===== config.mk =====
export PLATFORM = sky130hd
export DESIGN_NAME = reg_list_seq_flat
export DESIGN_NICKNAME = d
export VERILOG_FILES = /design/src/rtl/reg_list_seq_if.sv /design/src/rtl/reg_list_seq.sv /design/src/flat_wrapper.sv
export SDC_FILE = /design/constraint.sdc
export NUM_CORES = 1
export LEC_CHECK = 0
export BUFFER_PORTS_ARGS = -buffer_cell sky130_fd_sc_hd__buf_2
export CAP_MARGIN = 10
export CORE_AREA = 5 5 84 86
export DETAILED_ROUTE_END_ITERATION = 16
export DIE_AREA = 0 0 89 91
export HOLD_SLACK_MARGIN = 0.06
export PLACE_DENSITY = 0.55
export RECOVER_POWER = 100
export REMOVE_ABC_BUFFERS = 1
export SLEW_MARGIN = 20
export SYNTH_ARGS = -nofsm -noshare
export SYNTH_HDL_FRONTEND = slang
export SYNTH_SLANG_ARGS = --single-unit

===== constraint.sdc =====
create_clock -name clk -period 10 [get_ports clk]
set_clock_uncertainty 0.05 [all_clocks]
set_input_delay 0.5 -clock clk [delete_from_list [all_inputs] [get_ports clk]]
set_output_delay 0.5 -clock clk [all_outputs]
set_load 0.02 [all_outputs]

===== src/rtl/reg_list_seq_if.sv =====
// ---------------------------------------------------------------------------
// reg_list_seq_if
// Handshake and data bundle between the instruction decode stage (master) and
// the register-list sequencer (slave).
//
// Signals
//   start      master->slave  load reg_list and begin a sequence
//   reg_list   master->slave  register list, bit n = register n
//   advance    master->slave  consumer accepts current reg_num (0 = stall)
//   abort      master->slave  flush the pending list, return to idle
//   busy       slave->master  sequence in progress
//   valid      slave->master  reg_num is meaningful
//   reg_num    slave->master  lowest pending register number
//   first      slave->master  reg_num is the first of the sequence
//   last       slave->master  exactly one register remains pending
//   done       slave->master  one-cycle pulse after the final transfer
//   remaining  slave->master  popcount of pending (only with REGSEQ_COUNT_EN)
//
// Configuration macro: REGSEQ_COUNT_EN adds the 'remaining' count.
// ---------------------------------------------------------------------------
interface reg_list_seq_if #(
   parameter int LIST_W = 16,
   parameter int NUM_W  = 4
);

   logic              start;
   logic [LIST_W-1:0] reg_list;
   logic              advance;
   logic              abort;
   logic              busy;
   logic              valid;
   logic [NUM_W-1:0]  reg_num;
   logic              first;
   logic              last;
   logic              done;
`ifdef REGSEQ_COUNT_EN
   logic [NUM_W:0]    remaining;
`endif

`ifdef REGSEQ_COUNT_EN
   modport master (
      output start, reg_list, advance, abort,
      input  busy, valid, reg_num, first, last, done, remaining
   );

   modport slave (
      input  start, reg_list, advance, abort,
      output busy, valid, reg_num, first, last, done, remaining
   );
`else
   modport master (
      output start, reg_list, advance, abort,
      input  busy, valid, reg_num, first, last, done
   );

   modport slave (
      input  start, reg_list, advance, abort,
      output busy, valid, reg_num, first, last, done
   );
`endif

endinterface


===== src/rtl/reg_list_seq.sv =====
// ---------------------------------------------------------------------------
// reg_list_seq
// Walks a 16-bit LDM/STM register list and emits one register number per
// accepted transfer, lowest register first. The inverse of the 4->16 register
// decoder; it sequences multi-register transfers under pipeline stalls.
//
// Ports
//   clk      core clock, rising edge
//   nRESET   asynchronous active-low reset
//   bus      reg_list_seq_if.slave: start/reg_list/advance/abort in,
//            busy/valid/reg_num/first/last/done (and remaining) out
//
// Configuration macro: REGSEQ_COUNT_EN adds bus.remaining = popcount(pending).
// ---------------------------------------------------------------------------
module reg_list_seq #(
   parameter int LIST_W = 16,
   parameter int NUM_W  = 4
) (
   input  logic          clk,
   input  logic          nRESET,
   reg_list_seq_if.slave bus
);

   typedef enum logic {
      IDLE = 1'b0,
      RUN  = 1'b1
   } state_t;

   state_t            r_state;
   logic [LIST_W-1:0] r_pending;
   logic              r_first;
   logic              r_done;

   state_t            w_stateNext;
   logic [LIST_W-1:0] w_pendingNext;
   logic              w_firstNext;
   logic              w_doneNext;
   logic [NUM_W-1:0]  w_regNum;
   logic [LIST_W-1:0] w_regOnehot;
   logic              w_last;

   // Lowest set bit wins: scanning downward lets each lower bit overwrite.
   always_comb begin
      w_regNum = '0;
      for (int i = LIST_W - 1; i >= 0; i--) begin
         if (r_pending[i]) begin
            w_regNum = NUM_W'(i);
         end
      end
   end

   assign w_regOnehot = LIST_W'(1) << w_regNum;
   assign w_last      = $onehot(r_pending);

   // State register; pending list, first flag and done pulse move with it.
   always_ff @(posedge clk or negedge nRESET) begin
      if (!nRESET) begin
         r_state   <= IDLE;
         r_pending <= '0;
         r_first   <= 1'b0;
         r_done    <= 1'b0;
      end else begin
         r_state   <= w_stateNext;
         r_pending <= w_pendingNext;
         r_first   <= w_firstNext;
         r_done    <= w_doneNext;
      end
   end

   // Abort overrides everything, including a start in idle. An empty list
   // never enters RUN but still reports done so the decoder can move on.
   always_comb begin
      w_stateNext   = r_state;
      w_pendingNext = r_pending;
      w_firstNext   = r_first;
      w_doneNext    = 1'b0;
      if (bus.abort) begin
         w_stateNext   = IDLE;
         w_pendingNext = '0;
         w_firstNext   = 1'b0;
      end else begin
         case (r_state)
            IDLE: begin
               if (bus.start) begin
                  if (bus.reg_list != '0) begin
                     w_stateNext   = RUN;
                     w_pendingNext = bus.reg_list;
                     w_firstNext   = 1'b1;
                  end else begin
                     w_doneNext = 1'b1;
                  end
               end
            end
            RUN: begin
               if (bus.advance) begin
                  w_firstNext = 1'b0;
                  if (w_last) begin
                     w_stateNext   = IDLE;
                     w_pendingNext = '0;
                     w_doneNext    = 1'b1;
                  end else begin
                     w_pendingNext = r_pending & ~w_regOnehot;
                  end
               end
            end
            default: begin
               w_stateNext   = IDLE;
               w_pendingNext = '0;
               w_firstNext   = 1'b0;
            end
         endcase
      end
   end

   // Outputs derive from registered state only, so a stalled consumer sees
   // stable values. Pending is zero in idle, which forces reg_num and last low.
   always_comb begin
      bus.busy    = (r_state == RUN);
      bus.valid   = (r_state == RUN);
      bus.reg_num = w_regNum;
      bus.first   = r_first;
      bus.last    = w_last;
      bus.done    = r_done;
   end

`ifdef REGSEQ_COUNT_EN
   logic [NUM_W:0] w_count;

   // Remaining transfers, used for decrement-mode base address computation.
   always_comb begin
      w_count = '0;
      for (int i = 0; i < LIST_W; i++) begin
         w_count = w_count + (NUM_W + 1)'(r_pending[i]);
      end
   end

   assign bus.remaining = w_count;
`endif

endmodule


===== src/flat_wrapper.sv =====
// flat-port wrapper written by rule: the top's interface ports become plain ports
module reg_list_seq_flat 
#(
   parameter int LIST_W = 16,
   parameter int NUM_W  = 4
)
  (clk, nRESET, bus_start, bus_reg_list, bus_advance, bus_abort, bus_busy, bus_valid, bus_reg_num, bus_first, bus_last, bus_done);
  reg_list_seq_if #(.LIST_W(LIST_W), .NUM_W(NUM_W)) bus_i ();
  input  logic clk;
  input  logic nRESET;
  input wire logic [$bits(bus_i.start)-1:0] bus_start;
  input wire logic [$bits(bus_i.reg_list)-1:0] bus_reg_list;
  input wire logic [$bits(bus_i.advance)-1:0] bus_advance;
  input wire logic [$bits(bus_i.abort)-1:0] bus_abort;
  output wire logic [$bits(bus_i.busy)-1:0] bus_busy;
  output wire logic [$bits(bus_i.valid)-1:0] bus_valid;
  output wire logic [$bits(bus_i.reg_num)-1:0] bus_reg_num;
  output wire logic [$bits(bus_i.first)-1:0] bus_first;
  output wire logic [$bits(bus_i.last)-1:0] bus_last;
  output wire logic [$bits(bus_i.done)-1:0] bus_done;
  assign bus_i.start = bus_start;
  assign bus_i.reg_list = bus_reg_list;
  assign bus_i.advance = bus_advance;
  assign bus_i.abort = bus_abort;
  assign bus_busy = bus_i.busy;
  assign bus_valid = bus_i.valid;
  assign bus_reg_num = bus_i.reg_num;
  assign bus_first = bus_i.first;
  assign bus_last = bus_i.last;
  assign bus_done = bus_i.done;
  reg_list_seq #(.LIST_W(LIST_W), .NUM_W(NUM_W)) u_core (.clk(clk), .nRESET(nRESET), .bus(bus_i));
endmodule

* After elaboration in Yosys (flattened, before gate mapping)
Cells that the tools add are included.
** Storage, ports and cells
- Register bits after elaboration :: 19
- Input port bits :: 21
- Output and inout port bits :: 9
- Word-level logic and storage cells :: 68
** Cells by class
- Add/subtract/negate cells :: 15
- Equality and inequality tests :: 4
- Shift-type cells :: 1
- Multiplexer cells :: 39
- Bitwise operators :: 3
- Reductions and logical operators :: 2
** Operator list (number)
- 16-bit two-way mux :: 5
- 4-bit two-way mux :: 16
- 5-bit adder :: 7
- 16-bit case mux with 2 select lines :: 1
- 1-bit by 1-bit adder with 2-bit output :: 8
- 16-bit AND :: 1
- 16-bit NOT :: 1
- 16-bit nonzero test :: 1
- 1-bit by 4-bit left shift with 16-bit output, first input constant :: 1
- 1-bit two-way mux :: 14
- 3-bit != test, second input constant :: 2
- 1-bit case mux with 2 select lines :: 3
- 5-bit by 1-bit == test with 1-bit output, second input constant :: 1
- 3-bit by 2-bit != test with 1-bit output, second input constant :: 1
- 3-bit AND reduction :: 1
- 1-bit NOT :: 1

* Longest topological paths before layout
Gate-level depths: netlist of the first run.
- Depth after elaboration :: 23
- Gate-level depth with buffers :: 17
- Gate-level depth less buffers :: 16

* Least setup slack after synthesis of the first run
Ideal clock, no wire load.
- Path kind :: reg-to-reg
- Start point :: register u_core.r_pending[6]
- End point :: register u_core.r_pending[4]
- Arrival time :: 4.772 ns
- Data required time :: 9.829 ns
- Path slack :: 5.057 ns
- Stages on the path, launching flop included :: 16
- Path buffers :: 1
- Period minus slack after synthesis :: 4.943 ns
- Cells stage by stage :: dfrtp_1 ha_1 fa_1 inv_1 fa_1 fa_1 inv_1 fa_1 ha_1 fa_1 nor4b_1 o211a_1 clkbuf_1 nor3_1 a21o_1 a22o_1
** On the way
- Elaborated cells between the ends (all ways) :: 19
- Those cells by class :: 4 x add/sub; 1 x eq/ne; 1 x shift; 11 x mux; 2 x bitwise
** RTL lines
- start: declaration :: RTL line reg_list_seq.sv:30 : logic [LIST_W-1:0] r_pending;
- start signal: assignment :: RTL line reg_list_seq.sv:64 : r_pending <= w_pendingNext;
- 1-bit by 1-bit adder with 2-bit output (implied by the code) :: RTL line reg_list_seq.sv:53 : assign w_last = $onehot(r_pending);
- 5-bit adder (implied by the code) (3 in series) :: RTL line reg_list_seq.sv:53
- 5-bit by 1-bit == test with 1-bit output :: RTL line reg_list_seq.sv:53
- via bus_last :: RTL line flat_wrapper.sv:19 : output wire logic [$bits(bus_i.last)-1:0] bus_last;
- 16-bit two-way mux :: RTL line reg_list_seq.sv:97 : if (w_last) begin
- 16-bit two-way mux :: RTL line reg_list_seq.sv:95 : if (bus.advance) begin
- 16-bit case mux with 2 select lines :: RTL line reg_list_seq.sv:82 : case (r_state)
- 16-bit two-way mux :: RTL line reg_list_seq.sv:77 : if (bus.abort) begin
The timed path passes the listed nets, and every way through them passes these cells. The select of a mux whose other input is x is not followed.
A chain may end at the register's enable or synchronous reset.

* Final worst setup path of the first run
- Start point :: register u_core.r_pending[4]
- End point :: output port bus_last
** On the way
- Cells in the longest elaborated chain, start to end :: 5
** Ends and longest elaborated chain (RTL line)
- 1-bit by 1-bit adder with 2-bit output (implied by the code) :: reg_list_seq.sv:53
- 5-bit adder (implied by the code) (3 in series) :: reg_list_seq.sv:53
- 5-bit by 1-bit == test with 1-bit output :: reg_list_seq.sv:53
- end: declaration :: flat_wrapper.sv:19
No other way between the ends.

==> impl_metrics.toml, run 1 <==
[clocking]
cts_tree = "yes"
root_buffer = "clkbuf_8"
ctsHoldBuffers = 0
cts_resized = 0
clock_path_buffers = 2
cts.sinks = 19
htree_levels = 1
clock_latency_ps = 260
clk_pin_slew_ps = 80
numCtsBuffers = 3
cts_setup_buffers = 0

[global_route]
grt_pass1_wl_um = 9130
grtUsageTotal = 0.141
grt_pass1_vias = 1754
grt_max_degree = 20
antenna_found_initial = 0
overflow = 0

[synthesis]
synth_edf_count = 0
syn_inst = 202
avgSynthCellArea_um2 = 8.92
synth-main-ff-cell = "dfrtp_1"
synth.distinct_cells = 49
synth_top_area_frac = 0.264
ys_seq_area_frac = 0.264
netlist_area_mm2 = 0.00180
ys_seq_elements = 19
yosysWarnings = 0
synth_top_area_cell = "dfrtp_1"
synth-async-reset-ratio = 1.00
ys_top_cells_by_area = "dfrtp_1, fa_1, ha_1"

[setup_path]
path_class = "reg2out"
end_kind = "output port"
rr_worst_depth = 14
path_cells = "ha_1 > fa_1 > inv_1 > fa_1 > fa_1 > inv_1 > fa_1 > ha_1 > fa_1 > nor4b_1 > o211a_1 > clkbuf_1"
crit_slowest_cell = "fa_1"
ff2ff_setup_slack_ps = 4720
r2r_start = "u_core.r_pending[4]$_DFFE_PN0P_"
cp_common_cell = "fa_1"
cp_max_fo = 9
critPathLaunchType = "flip-flop"
slowest_delay_ps = 550
rr_endpoint = "u_core.r_pending[15]$_DFFE_PN0P_"
cp.required_ps = 9450
crit_arrival_ps = 4780

[min_path]
hp-class = "in2async"

[layout]
final_cell_area_mm2 = 0.00203
syn2layout_area_growth_pct = 12.9
antennaDiodeCount = 0
finalNetCount = 277
drive_gt1_frac = 0.118

[status]
status = "finished with violations"
violations = "capacitance limit, slew limit"

[drt]
wl_per_cell_um = 17.2
vias = 1708
wirelength_um = 5270
firstDrtPassIters = 4
drc = 0
drt_iter0_drc = 125
via_per_inst = 5.58
ant_nets = 0

[sta]
finalSetupViolCount = 0
hold_viol_final = 0
period_needed_ps = 5330
rsz0062_at_grt = "no"
period_share = 0.533
max_slew_margin = -0.393
hold_ws_ps = 382
fmax_mhz = 187
setup_tns_ps = 0
slew_violations = 19
worstMarginPinSlew_ps = 2070

[flow_run]
max_cap_violations = 1

[floorplan]
dieHeight_um = 91
core-area_mm2 = 0.00620
die_w_um = 89
io_pins = 30
dieArea_mm2 = 0.00810
rows = 29
initial_core_util = 0.290

[pwr]
power_density_mw_per_mm2 = 276
p_leak_nw = 0.952
ir_drop_mv = 0.164

[placement]
postPlaceCellArea_mm2 = 0.00201
portBuffers = 29
globalplace.congestion = 0.865
dp_hpwl_um = 4220
==> logic make-up (layout without fill, tap and decap cells) <==
| kind of cell | count (synthesis) | count (layout) | share of synthesized area |
|---|---|---|---|
| and+or+nand+nor | 67 | 67 | 0.192 |
| AOI/OAI and AO/OA | 59 | 59 | 0.246 |
| buffers and inverters | 31 | 58 | 0.0715 |
| adders and majority gates | 26 | 26 | 0.226 |
| DFF | 19 | 19 | 0.264 |
==> metal layers <==
metal | part of all wire | GRT usage | vias to the layer above
met2 | 0.48 | 0.227 | 57
li1 | - | - | 804
met5 | 0 | 0 | -
met4 | 0.0023 | 0.0199 | 0
met3 | 0.058 | 0.0154 | 2
met1 | 0.46 | 0.208 | 845
==> power by group <==
part           switching, mW  internal (mW)  total (mW)
sequential            0.0314         0.0919       0.123
combinational          0.247          0.136       0.383
clock                 0.0271         0.0277      0.0548
==> synthesized netlist by cell type (2+ instances only) <==
cell type and number:
nor4_1 5, o21bai_1 3, nand2_1 17, nand3_1 3
or2_2 3, a22oi_1 6, a21oi_1 8, a221oi_1 2
o311ai_0 3, o211ai_1 3, nor3b_1 4, o311a_1 2
dfrtp_1 19, o21ai_1 4, o31ai_1 2, a32oi_1 2
inv_1 24, or4_1 7, a31oi_1 2, clkbuf_1 4
a22o_1 2, nand2b_1 2, nor2_1 16, nor2b_1 2
o21ai_0 6, ha_1 15, fa_1 11, nor3_1 4
==> how the worst max path moves through the flow <==
stage / cells past startpoint / start / slack [ps] / end
floorplan: 14 / u_core.r_pending[6]$_DFFE_PN0P_ / 5220 / u_core.r_pending[10]$_DFFE_PN0P_
global placement: 14 / u_core.r_pending[4]$_DFFE_PN0P_ / 4950 / u_core.r_pending[10]$_DFFE_PN0P_
detailed placement: 14 / u_core.r_pending[4]$_DFFE_PN0P_ / 4820 / u_core.r_pending[10]$_DFFE_PN0P_
CTS: 12 / u_core.r_pending[4]$_DFFE_PN0P_ / 4670 / bus_last
global route: 12 / u_core.r_pending[4]$_DFFE_PN0P_ / 4430 / bus_last
finish: 12 / u_core.r_pending[4]$_DFFE_PN0P_ / 4670 / bus_last
==> registers in the layout, indices dropped and copies added, names as in the netlist <==
name	flops
u_core.r_pending	16
u_core.bus.busy	1
u_core.bus.done	1
u_core.bus.first	1
==> worst max-delay path: cells and delay by family, from the launching register on <==
kind            cells  cell delay (ps)
flops               1              490
buf+inv             3              380
fa+ha+maj           7             2980
simple gates        1              320
compound gates      1              370
==> layout make-up <==
type                            instances  area (um2)
Clock inverter                          1        5.00
Sequential cell                        19         475
Timing Repair Buffer                   30         140
Fill cell                             657        4170
Inverter                               24        90.1
Multi-Input combinational cell        152        1190
Tap cell                               77        96.3
Clock buffer                            3        41.3
==> layout by cell type (no fill, tap or decap), drive strengths merged, types with 5 or more instances in the layout <==
master	instances
nor2	16
a22oi	6
buf	20
a21oi	8
nand2	17
nor4	5
clkbuf	13
dfrtp	19
fa	11
inv	24
ha	15
o21ai	10
or4	7
==> metrics by stage <==
stage | setup WS, ps | std cells | power (mW) | utilization
finish | 4670 | 306 | 0.561 | 0.328
global route | 4430 | 306 | 0.626 | 0.328
detailed placement | 4820 | 302 | 0.517 | 0.324
CTS | 4670 | 306 | 0.576 | 0.332
global placement | 4950 | 302 | 0.510 | 0.324
floorplan | 5220 | 195 | 0.393 | -
No activity file was read; power rests on OpenSTA's default activity.
==> run 2: changes to the inputs <==
--- a/config.mk
+++ b/config.mk
@@ -11,7 +11,7 @@
 export DETAILED_ROUTE_END_ITERATION = 16
 export DIE_AREA = 0 0 89 91
 export HOLD_SLACK_MARGIN = 0.06
-export PLACE_DENSITY = 0.55
+export PLACE_DENSITY = 0.57
 export RECOVER_POWER = 100
 export REMOVE_ABC_BUFFERS = 1
 export SLEW_MARGIN = 20
==> constraint.sdc (replaced) <==
create_clock -name clk -period 4.3 [get_ports clk]
set_clock_uncertainty 0.05 [all_clocks]
set_input_delay 0.215 -clock clk [delete_from_list [all_inputs] [get_ports clk]]
set_output_delay 0.215 -clock clk [all_outputs]
set_load 0.02 [all_outputs]
==> impl_metrics.toml, run 2 (same netlist as run 1, synthesis figures left out) <==
[status]
status = "finished with violations"
violations = "setup timing"

[layout]
finalNetCount = 306
utilization = 0.397
top_register = "u_core.r_pending"
stdcell_count = 335
final_cell_mix = "buf_4, buf_2, dfrtp_1"
drive_gt1_frac = 0.341
syn2layout_area_growth_pct = 36.7
largest_reg_flops = 16
final_common_cell = "buf_4"
antennaDiodeCount = 0
nFillCells = 639

[drt]
ant_nets = 0
firstDrtPassIters = 4
wl_per_cell_um = 17.7
via_per_inst = 5.44
vias = 1824
drt_iter0_drc = 177
wirelength_um = 5940
drc = 0

[clocking]
clock_latency_ps = 260
cts.sinks = 19
numCtsBuffers = 3
clk_pin_slew_ps = 80
cts_tree = "yes"
root_buffer = "clkbuf_8"
clock_path_buffers = 2
htree_levels = 1

[placement]
portBuffers = 29
globalplace.congestion = 0.953
dp_cells = 318
dp_hpwl_um = 4570

[min_path]
whs_endpoint = "u_core.r_pending[1]$_DFFE_PN0P_"
hp-class = "in2reg"
worstHoldStart = "bus_reg_list[1]"
whs_path_depth = 3

[global_route]
grt_pass1_wl_um = 9500
grt_pass1_vias = 1885
grt_max_degree = 20
antenna_found_initial = 0
overflow = 0
grtUsageTotal = 0.152

[floorplan]
io_pins = 30
core-area_mm2 = 0.00620
die_w_um = 89
rows = 29
dieArea_mm2 = 0.00810
initial_core_util = 0.290
dieHeight_um = 91

[sta]
worstMarginPinSlew_ps = 1170
period_needed_ps = 4650
max_slew_margin = 0.223
finalSetupViolCount = 18
slew_violations = 0
hold_viol_final = 0
hold_ws_ps = 139
rsz0062_at_grt = "yes"
setup_tns_ps = -3840
period_share = 1.08
finalWorstSetupSlack_ps = -348
fmax_mhz = 215

[setup_path]
rr_endpoint = "u_core.r_pending[12]$_DFFE_PN0P_"
cp_max_fo = 5
rr_worst_depth = 15
ff2ff_setup_slack_ps = -320
slowest_delay_ps = 590
crit_start = "u_core.r_pending[2]$_DFFE_PN0P_"
crit_family = "adder cells"
path_cells = "ha_4 > inv_1 > fa_2 > inv_2 > fa_2 > fa_2 > fa_1 > ha_4 > fa_2 > nor4b_2 > o211a_1 > buf_6 > buf_6"
critPathLaunchType = "flip-flop"
crit_slowest_cell = "fa_1"
cp.required_ps = 4030
end_kind = "output port"
crit_arrival_ps = 4380
path_class = "reg2out"
crit_buf_inv = 4
r2r_start = "u_core.r_pending[2]$_DFFE_PN0P_"
cp_common_cell = "fa_2"

[pwr]
p_total_mw = 1.96
p_leak_nw = 1.11
power_density_mw_per_mm2 = 796
ir_drop_mv = 0.758

[flow_run]
max_cap_violations = 0
==> run 2: how the worst max path moves through the flow <==
stage	endpoint	cells after the start	slack, ps
2_1_floorplan	u_core.r_pending[10]$_DFFE_PN0P_	14	-480
3_3_place_gp	u_core.r_pending[12]$_DFFE_PN0P_	15	-460
3_5_place_dp	u_core.r_pending[14]$_DFFE_PN0P_	15	-590
4_1_cts	bus_last	13	-400
5_1_grt	u_core.r_pending[12]$_DFFE_PN0P_	15	-510
6_report	bus_last	13	-350
==> run 2: worst min-delay path, cell delays in order <==
cell and delay (ps):
buf_2 90, nand2_1 40, o21ai_1 70
==> run 2: area by class of cell <==
| type | instances | area, um2 | share of cell area |
|---|---|---|---|
| Tap cell | 77 | 96.3 | 0.0391 |
| Sequential cell | 19 | 475 | 0.193 |
| Multi-Input combinational cell | 152 | 1380 | 0.559 |
| Clock buffer | 4 | 45.0 | 0.0183 |
| Timing Repair Buffer | 59 | 379 | 0.154 |
| Inverter | 24 | 90.1 | 0.0366 |
==> run 2: timing repair <==
action | CTS | global route
buffers inserted | 8 | 5
hold endpoints to repair | 19 | 0
endpoints found under the setup margin | 18 | 18
pin swaps | 21 | 25
hold buffers | 1 | 0
resized for setup | 24 | 25
==> run 2: through the flow <==
step	area, um2	setup slack, ps
after global routing	2460	-508
after CTS	2320	-404
final	2460	-348
after global placement	2130	-459
after detailed placement	2130	-589
after floorplan	1760	-476
==> run 2: layer usage <==
metal | GRT usage | up-vias | share of wire
li1 | - | 864 | -
met1 | 0.219 | 857 | 0.44
met2 | 0.235 | 86 | 0.46
met3 | 0.0136 | 17 | 0.068
met4 | 0.0558 | 0 | 0.033
met5 | 0 | - | 0
==> run 2: power breakdown <==
group	leakage, nW	switching (mW)	internal [mW]
Sequential	0.255	0.0485	0.214
Clock	0.0228	0.0645	0.0661
Combinational	0.831	0.822	0.746
Total	1.11	0.935	1.03
